[src/rtl/uart_pkg.sv]
// Shared types for the UART transmit arbiter: FSM state encoding and byte type.
// Latency: n/a (types and helpers only).
// Backpressure: n/a.
package uart_pkg;

  typedef enum logic [1:0] {
    IDLE,
    LOAD,
    WAIT_ACCEPT,
    WAIT_DONE
  } arb_state_t;

  typedef logic [7:0] uart_byte_t;

  // Counter width that never collapses to zero bits for tiny ranges.
  function automatic int cnt_width(input int range_n);
    return (range_n > 2) ? $clog2(range_n) : 1;
  endfunction

endpackage

[src/rtl/rr_arbiter.sv]
// Cyclic first-valid search: grants the first requester at or after i_ptr.
// Latency: purely combinational.
// Backpressure: i_en low forces an all-zero grant.
module rr_arbiter #(
  parameter int N = 4,
  localparam int IW = (N > 1) ? $clog2(N) : 1
) (
  input  logic [N-1:0]  i_req,
  input  logic [IW-1:0] i_ptr,
  input  logic          i_en,
  output logic [N-1:0]  o_gnt,
  output logic [IW-1:0] o_idx
);

  localparam logic [IW:0] NN = (IW+1)'(N);

  logic [IW:0]   w_sum;
  logic [IW-1:0] w_c;
  logic          w_found;

  // Walk the requesters starting at the pointer, wrapping past N-1, take the first hit.
  always_comb begin
    o_gnt   = '0;
    o_idx   = '0;
    w_found = 1'b0;
    w_sum   = '0;
    w_c     = '0;
    for (int i = 0; i < N; i++) begin
      w_sum = {1'b0, i_ptr} + (IW+1)'(i);
      if (w_sum >= NN) w_sum = w_sum - NN;
      w_c = w_sum[IW-1:0];
      if (i_en && !w_found && i_req[w_c]) begin
        w_found  = 1'b1;
        o_gnt[w_c] = 1'b1;
        o_idx    = w_c;
      end
    end
  end

endmodule

[src/rtl/uart_tx_arbiter.sv]
// Round-robin sharing of one UART transmitter among NUM_CLIENTS byte producers; UART_TX_ARB_PRIO_EN gives client 0 strict priority.
// Latency: transfer at edge t -> load strobe in cycle t+1; retries every RETRY_CYCLES+1 cycles.
// Backpressure: req_ready only in IDLE; one byte in flight until the frame completes or the byte is dropped.
module uart_tx_arbiter
  import uart_pkg::*;
#(
  parameter int NUM_CLIENTS  = 4,
  parameter int RETRY_CYCLES = 7,
  parameter int MAX_RETRIES  = 255,
  localparam int IW = $clog2(NUM_CLIENTS)
) (
  input  logic                     clk,
  input  logic                     areset,
  input  logic [NUM_CLIENTS-1:0]   req_valid,
  input  logic [NUM_CLIENTS*8-1:0] req_data,
  output logic [NUM_CLIENTS-1:0]   req_ready,
  output logic                     tx_data_loaded,
  output uart_byte_t               tx_data_in,
  input  logic                     tx_busy,
  input  logic                     tx_done,
  output logic [IW-1:0]            grant_id,
  output logic                     arb_busy,
  output logic                     sent,
  output logic                     err_drop
);

  localparam int WW = cnt_width(RETRY_CYCLES);
  localparam logic [WW-1:0] WAIT_LAST  = WW'(RETRY_CYCLES - 1);
  localparam logic [7:0]    RETRY_LAST = 8'(MAX_RETRIES - 1);

  arb_state_t           r_state, w_next;
  logic [IW-1:0]        r_rr_ptr;
  logic [WW-1:0]        r_wait_cnt, w_wait_nxt;
  logic [7:0]           r_retry_cnt, w_retry_nxt;
  uart_byte_t           r_tx_data_in;
  logic [IW-1:0]        r_grant_id;
  logic                 r_tx_data_loaded, r_arb_busy, r_sent, r_err_drop;
  logic                 w_sent_nxt, w_drop_nxt;

  logic                   w_idle;
  logic [NUM_CLIENTS-1:0] w_rr_req, w_rr_gnt, w_gnt;
  logic [IW-1:0]          w_rr_idx, w_gnt_idx;
  logic                   w_rr_en, w_upd_ptr, w_xfer;

  assign w_idle = (r_state == IDLE);

`ifdef UART_TX_ARB_PRIO_EN
  // Client 0 bypasses the rotation; the search only ever sees clients 1..N-1.
  assign w_rr_req  = req_valid & ~NUM_CLIENTS'(1);
  assign w_rr_en   = w_idle && !req_valid[0];
  assign w_gnt     = (w_idle && req_valid[0]) ? NUM_CLIENTS'(1) : w_rr_gnt;
  assign w_gnt_idx = (w_idle && req_valid[0]) ? '0 : w_rr_idx;
  assign w_upd_ptr = (w_gnt_idx != '0);
`else
  assign w_rr_req  = req_valid;
  assign w_rr_en   = w_idle;
  assign w_gnt     = w_rr_gnt;
  assign w_gnt_idx = w_rr_idx;
  assign w_upd_ptr = 1'b1;
`endif

  rr_arbiter #(.N(NUM_CLIENTS)) u_rr (
    .i_req (w_rr_req),
    .i_ptr (r_rr_ptr),
    .i_en  (w_rr_en),
    .o_gnt (w_rr_gnt),
    .o_idx (w_rr_idx)
  );

  assign req_ready = w_gnt;
  assign w_xfer    = |(req_valid & w_gnt);

  // Next-state and pulse decode; acceptance (tx_busy) is checked before the retry timeout.
  always_comb begin
    w_next      = r_state;
    w_wait_nxt  = r_wait_cnt;
    w_retry_nxt = r_retry_cnt;
    w_sent_nxt  = 1'b0;
    w_drop_nxt  = 1'b0;
    case (r_state)
      IDLE: begin
        if (w_xfer) begin
          w_next      = LOAD;
          w_retry_nxt = '0;
        end
      end
      LOAD: begin
        w_wait_nxt = '0;
        w_next     = WAIT_ACCEPT;
      end
      WAIT_ACCEPT: begin
        if (tx_busy) begin
          w_next = WAIT_DONE;
        end else if (r_wait_cnt == WAIT_LAST) begin
          if (r_retry_cnt == RETRY_LAST) begin
            w_drop_nxt = 1'b1;
            w_next     = IDLE;
          end else begin
            w_retry_nxt = r_retry_cnt + 1'b1;
            w_next      = LOAD;
          end
        end else begin
          w_wait_nxt = r_wait_cnt + 1'b1;
        end
      end
      WAIT_DONE: begin
        // busy low without done is treated as a glitch and ignored
        if (!tx_busy && tx_done) begin
          w_sent_nxt = 1'b1;
          w_next     = IDLE;
        end
      end
      default: w_next = IDLE;
    endcase
  end

  // State, counters and registered status outputs derived from the next state.
  always_ff @(posedge clk or posedge areset) begin
    if (areset) begin
      r_state          <= IDLE;
      r_wait_cnt       <= '0;
      r_retry_cnt      <= '0;
      r_tx_data_loaded <= 1'b0;
      r_arb_busy       <= 1'b0;
      r_sent           <= 1'b0;
      r_err_drop       <= 1'b0;
    end else begin
      r_state          <= w_next;
      r_wait_cnt       <= w_wait_nxt;
      r_retry_cnt      <= w_retry_nxt;
      r_tx_data_loaded <= (w_next == LOAD);
      r_arb_busy       <= (w_next != IDLE);
      r_sent           <= w_sent_nxt;
      r_err_drop       <= w_drop_nxt;
    end
  end

  // Capture the granted byte and owner, and advance the rotation pointer past the winner.
  always_ff @(posedge clk or posedge areset) begin
    if (areset) begin
      r_tx_data_in <= '0;
      r_grant_id   <= '0;
      r_rr_ptr     <= '0;
    end else if (w_idle && w_xfer) begin
      r_tx_data_in <= req_data[{w_gnt_idx, 3'b000} +: 8];
      r_grant_id   <= w_gnt_idx;
      if (w_upd_ptr)
        r_rr_ptr <= (w_gnt_idx == IW'(NUM_CLIENTS - 1)) ? '0 : w_gnt_idx + 1'b1;
    end
  end

  assign tx_data_loaded = r_tx_data_loaded;
  assign tx_data_in     = r_tx_data_in;
  assign grant_id       = r_grant_id;
  assign arb_busy       = r_arb_busy;
  assign sent           = r_sent;
  assign err_drop       = r_err_drop;

endmodule

[config.mk]
export PLATFORM = sky130hd
export DESIGN_NAME = uart_tx_arbiter
export DESIGN_NICKNAME = d
export VERILOG_FILES = /design/src/rtl/uart_pkg.sv /design/src/rtl/rr_arbiter.sv /design/src/rtl/uart_tx_arbiter.sv
export SDC_FILE = /design/constraint.sdc
export NUM_CORES = 1
export LEC_CHECK = 0
export ABC_AREA = 1
export CAP_MARGIN = 20
export CORE_MARGIN = 4
export CORE_UTILIZATION = 50
export CTS_CLUSTER_DIAMETER = 30
export DETAILED_ROUTE_END_ITERATION = 10
export PLACE_DENSITY = 0.87
export SETUP_SLACK_MARGIN = 0.3
export SLEW_MARGIN = 20
export SYNTH_ARGS = -nofsm -noshare
export SYNTH_HDL_FRONTEND = slang
export SYNTH_SLANG_ARGS = --single-unit
export TNS_END_PERCENT = 10
[constraint.sdc]
create_clock -name clk -period 3.2 [get_ports clk]
set_input_delay 0.64 -clock clk [delete_from_list [all_inputs] [get_ports clk]]
set_output_delay 0.64 -clock clk [all_outputs]
set_load 0.02 [all_outputs]
==> results.py, run 1 <==
metrics = {
    "outcome": {
        "outcome": "finished, final reports clean",
    },
    "finish": {
        "syn_to_final_growth_pct": 32.1,
        "drive_above_1_share_pct": 12.2,
        "num_antenna_cells": 0,
        "nets": 444,
        "final_util_pct": 69.2,
    },
    "worst_setup_path": {
        "critPathLaunchType": "input pin",
        "criticalPathCategory": "in -> out",
        "worstPathRequired_ps": 2560,
        "cp-end-kind": "primary output",
        "r2r_cells": 17,
        "critPathArrivalTime_ps": 2260,
        "crit_fanout": 9,
        "crit_chain": "clkdlybuf4s50_1, nand2_1, nand3_2, nand2_4, nand2_4, nor2_4, nand3_1, nand3_2, dlygate4sd2_1",
        "critPathSlowestCell": "clkdlybuf4s50_1",
        "cpPeakStageDelay_ps": 440,
    },
    "synth": {
        "netlist_instances": 329,
        "yosysWarnings": 0,
        "synth_area_per_cell_sq_um": 7.03,
        "ys_types": 32,
        "synth_nets": 381,
        "syn_area_sq_um": 2310,
        "synth_seq_cells": 29,
        "seq_area_frac_synth_pct": 31.4,
    },
    "placed_design": {
        "numPortBuffers": 57,
        "dp_hpwl_mm": 4.40,
        "gp_congestion": 1.01,
    },
    "global_routing": {
        "antenna_found_initial": 0,
        "grt_pass1_vias": 2216,
        "grt.total_usage_pct": 20.9,
        "grt_max_degree": 30,
        "grt-ovfl-total": 0,
        "grt_pass1_wl_mm": 10.1,
    },
    "timing": {
        "setup-tns-final_ps": 0,
        "setup_viol": 0,
        "grt_setup_unrepaired": "yes",
        "fmax_mhz": 345,
        "hold_viol": 0,
        "min_period_ps": 2900,
        "period_share_pct": 90.6,
        "fin_skew_ps": 7.58,
        "worst_slew_margin_rel_pct": 67.4,
        "worst_pin_slew_ps": 487,
        "maxSlewViolCount": 0,
    },
    "floorplanning": {
        "pin_count": 58,
        "rows": 24,
        "die_area_sq_um": 5780,
        "initial_core_util_pct": 52.4,
        "coreArea_sq_um": 4410,
        "die_y_um": 76.0,
        "die_w_um": 76.0,
    },
    "clock_network": {
        "clock_latency_ps": 290,
        "clkTransAtPathRegs_ps": 60,
        "cts_tree": "yes",
        "post_cts_buffers": 0,
        "cts.sinks": 29,
        "cts_made_buffers": 5,
        "cts_hold_buffers": 0,
        "cts.path.max_buffers": 2,
        "cts-root-buf": "clkbuf_8",
        "cts_max_level": 2,
    },
    "flow_run": {
        "maxCapViolations": 0,
    },
    "power": {
        "p_leak_nw": 1.63,
        "ir_drop_mv": 0.498,
        "powerDensity_nw_per_um2": 848,
    },
    "detailed_routing": {
        "finalWirelength_mm": 5.83,
        "detail-route-antenna-nets": 0,
        "vias": 2362,
        "drcViolationCount": 0,
        "drtIter0Drc": 186,
        "post_drt_wl_per_cell_um": 13.1,
        "avgViaCountPerCell": 5.31,
        "dr.pass1.iters": 4,
    },
    "min_path": {
        "min_path_cells": 2,
        "hold_path.class": "reg -> reg",
    },
}
## cells by family (layout without fill, tap and decap cells)
group	Yosys count	count (layout)	share of synthesized area (%)
AO/OA/AOI/OAI	15	15	3.79
flip-flops	29	29	31.4
XOR/XNOR	5	5	1.89
AND/OR/NAND/NOR	229	229	48.1
buffers and inverters	39	103	8.33
adder cells (fa/ha/maj)	12	12	6.49
## routing by layer
metal  up-vias  global-route usage [%]  routed length, um
li1       1180                       -                  -
met1      1081                    26.6               2490
met2        84                    34.1               2810
met3        17                    5.67                393
met4         0                    6.76                131
met5         -                       0                  0
## final cells by class
class	instances	area, sq um
well taps	52	65.1
inverters	30	113
multi-input cells	261	1390
repair buffers	65	637
flip-flops and latches	29	726
clock inverters	2	37.5
fillers	347	1360
clock buffers	6	82.6
## flip-flops by register name, indices dropped and copies added, names as in the netlist, named ones only
| signal | count |
|---|---|
| r_wait_cnt | 3 |
| sent | 1 |
| r_rr_ptr | 1 |
| tx_data_in | 8 |
| r_retry_cnt | 8 |
| err_drop | 1 |
| tx_data_loaded | 1 |
| grant_id | 2 |
| r_state | 2 |
| arb_busy | 1 |
## cells in the mapped netlist, drive strengths merged
cell / number / area (sq um)
nor4: 1 / 6.26
nand4: 5 / 31.3
nand2: 141 / 579
nand3b: 8 / 60.1
or2: 1 / 6.26
o41ai: 1 / 8.76
a21oi: 3 / 15.0
a31oi: 1 / 6.26
nor3: 1 / 5.00
dfrtp: 29 / 726
xor2: 3 / 26.3
nor2: 20 / 106
clkbuf: 1 / 3.75
clkinv: 1 / 3.75
nand3: 52 / 318
xnor2: 2 / 17.5
ha: 12 / 150
buf: 8 / 76.3
inv: 29 / 109
a311oi: 1 / 8.76
o21ai: 9 / 48.8
## placed cells by master (no fill, tap or decap), drive strengths merged
cell | netlist | routed
dlygate4sd2 | 0 | 1
clkinvlp | 0 | 1
xnor2 | 2 | 2
dfrtp | 29 | 29
clkbuf | 1 | 6
nor2 | 20 | 20
bufinv | 0 | 1
o41ai | 1 | 1
ha | 12 | 12
a21oi | 3 | 3
nor3 | 1 | 1
nand2 | 141 | 141
xor2 | 3 | 3
clkinv | 1 | 1
o21ai | 9 | 9
inv | 29 | 29
or2 | 1 | 1
buf | 8 | 8
nand3 | 52 | 52
dlymetal6s2s | 0 | 3
a31oi | 1 | 1
a311oi | 1 | 1
nand4 | 5 | 5
nand3b | 8 | 8
nor4 | 1 | 1
clkdlybuf4s50 | 0 | 53
## stage by stage
stage	setup slack (ps)	hold slack, ps	std cells	instance area [sq um]	total power, W
after floorplan	755	505	329	2310	0.00176
after global placement	82.8	476	437	2930	0.00213
after detailed placement	47.4	471	437	2930	0.00219
after CTS	51.2	495	445	3050	0.00260
after global routing	167	527	445	3050	0.00282
final	300	492	445	3050	0.00259
## critical path, delay by kind of cell
kind,cells,cell delay [ps]
buf+inv,2,770
simple gates,7,850
## path summary, 6_finish.rpt
path	from	endpoint	slack, ps
max in group asynchronous	areset	r_wait_cnt[2]$_DFFE_PP0P_	2220
setup / recovery	req_valid[3]	req_ready[1]	300
min in group asynchronous	areset	r_retry_cnt[7]$_DFFE_PP0P_	710
hold reg to reg	tx_data_in[6]$_DFFE_PP0P_	tx_data_in[6]$_DFFE_PP0P_	490
hold / removal	tx_data_in[6]$_DFFE_PP0P_	tx_data_in[6]$_DFFE_PP0P_	490
setup reg to reg	flop	tx_data_in[2]$_DFFE_PP0P_	490
## power by group
group          internal (W)  switching, W
Clock              0.000253      0.000150
Sequential         0.000487     0.0000930
Combinational      0.000582       0.00102
## timing repair
| item | 4_1_cts | 5_1_grt |
|---|---|---|
| setup endpoints to repair | 4 | 6 |
| resized for setup | 1 | 3 |
| endpoints found under the hold margin | 0 | 0 |
Power figures use the tool's default switching activity.
==> run 2, diff against run 1 <==
--- a/config.mk
+++ b/config.mk
@@ -11,6 +11,7 @@
 export CORE_UTILIZATION = 50
 export CTS_CLUSTER_DIAMETER = 30
 export DETAILED_ROUTE_END_ITERATION = 10
+export HOLD_SLACK_MARGIN = 0.06
 export PLACE_DENSITY = 0.87
 export SETUP_SLACK_MARGIN = 0.3
 export SLEW_MARGIN = 20
==> results of run 2 <==
The final DEF is identical to that of run 1; final timing and power are the same.
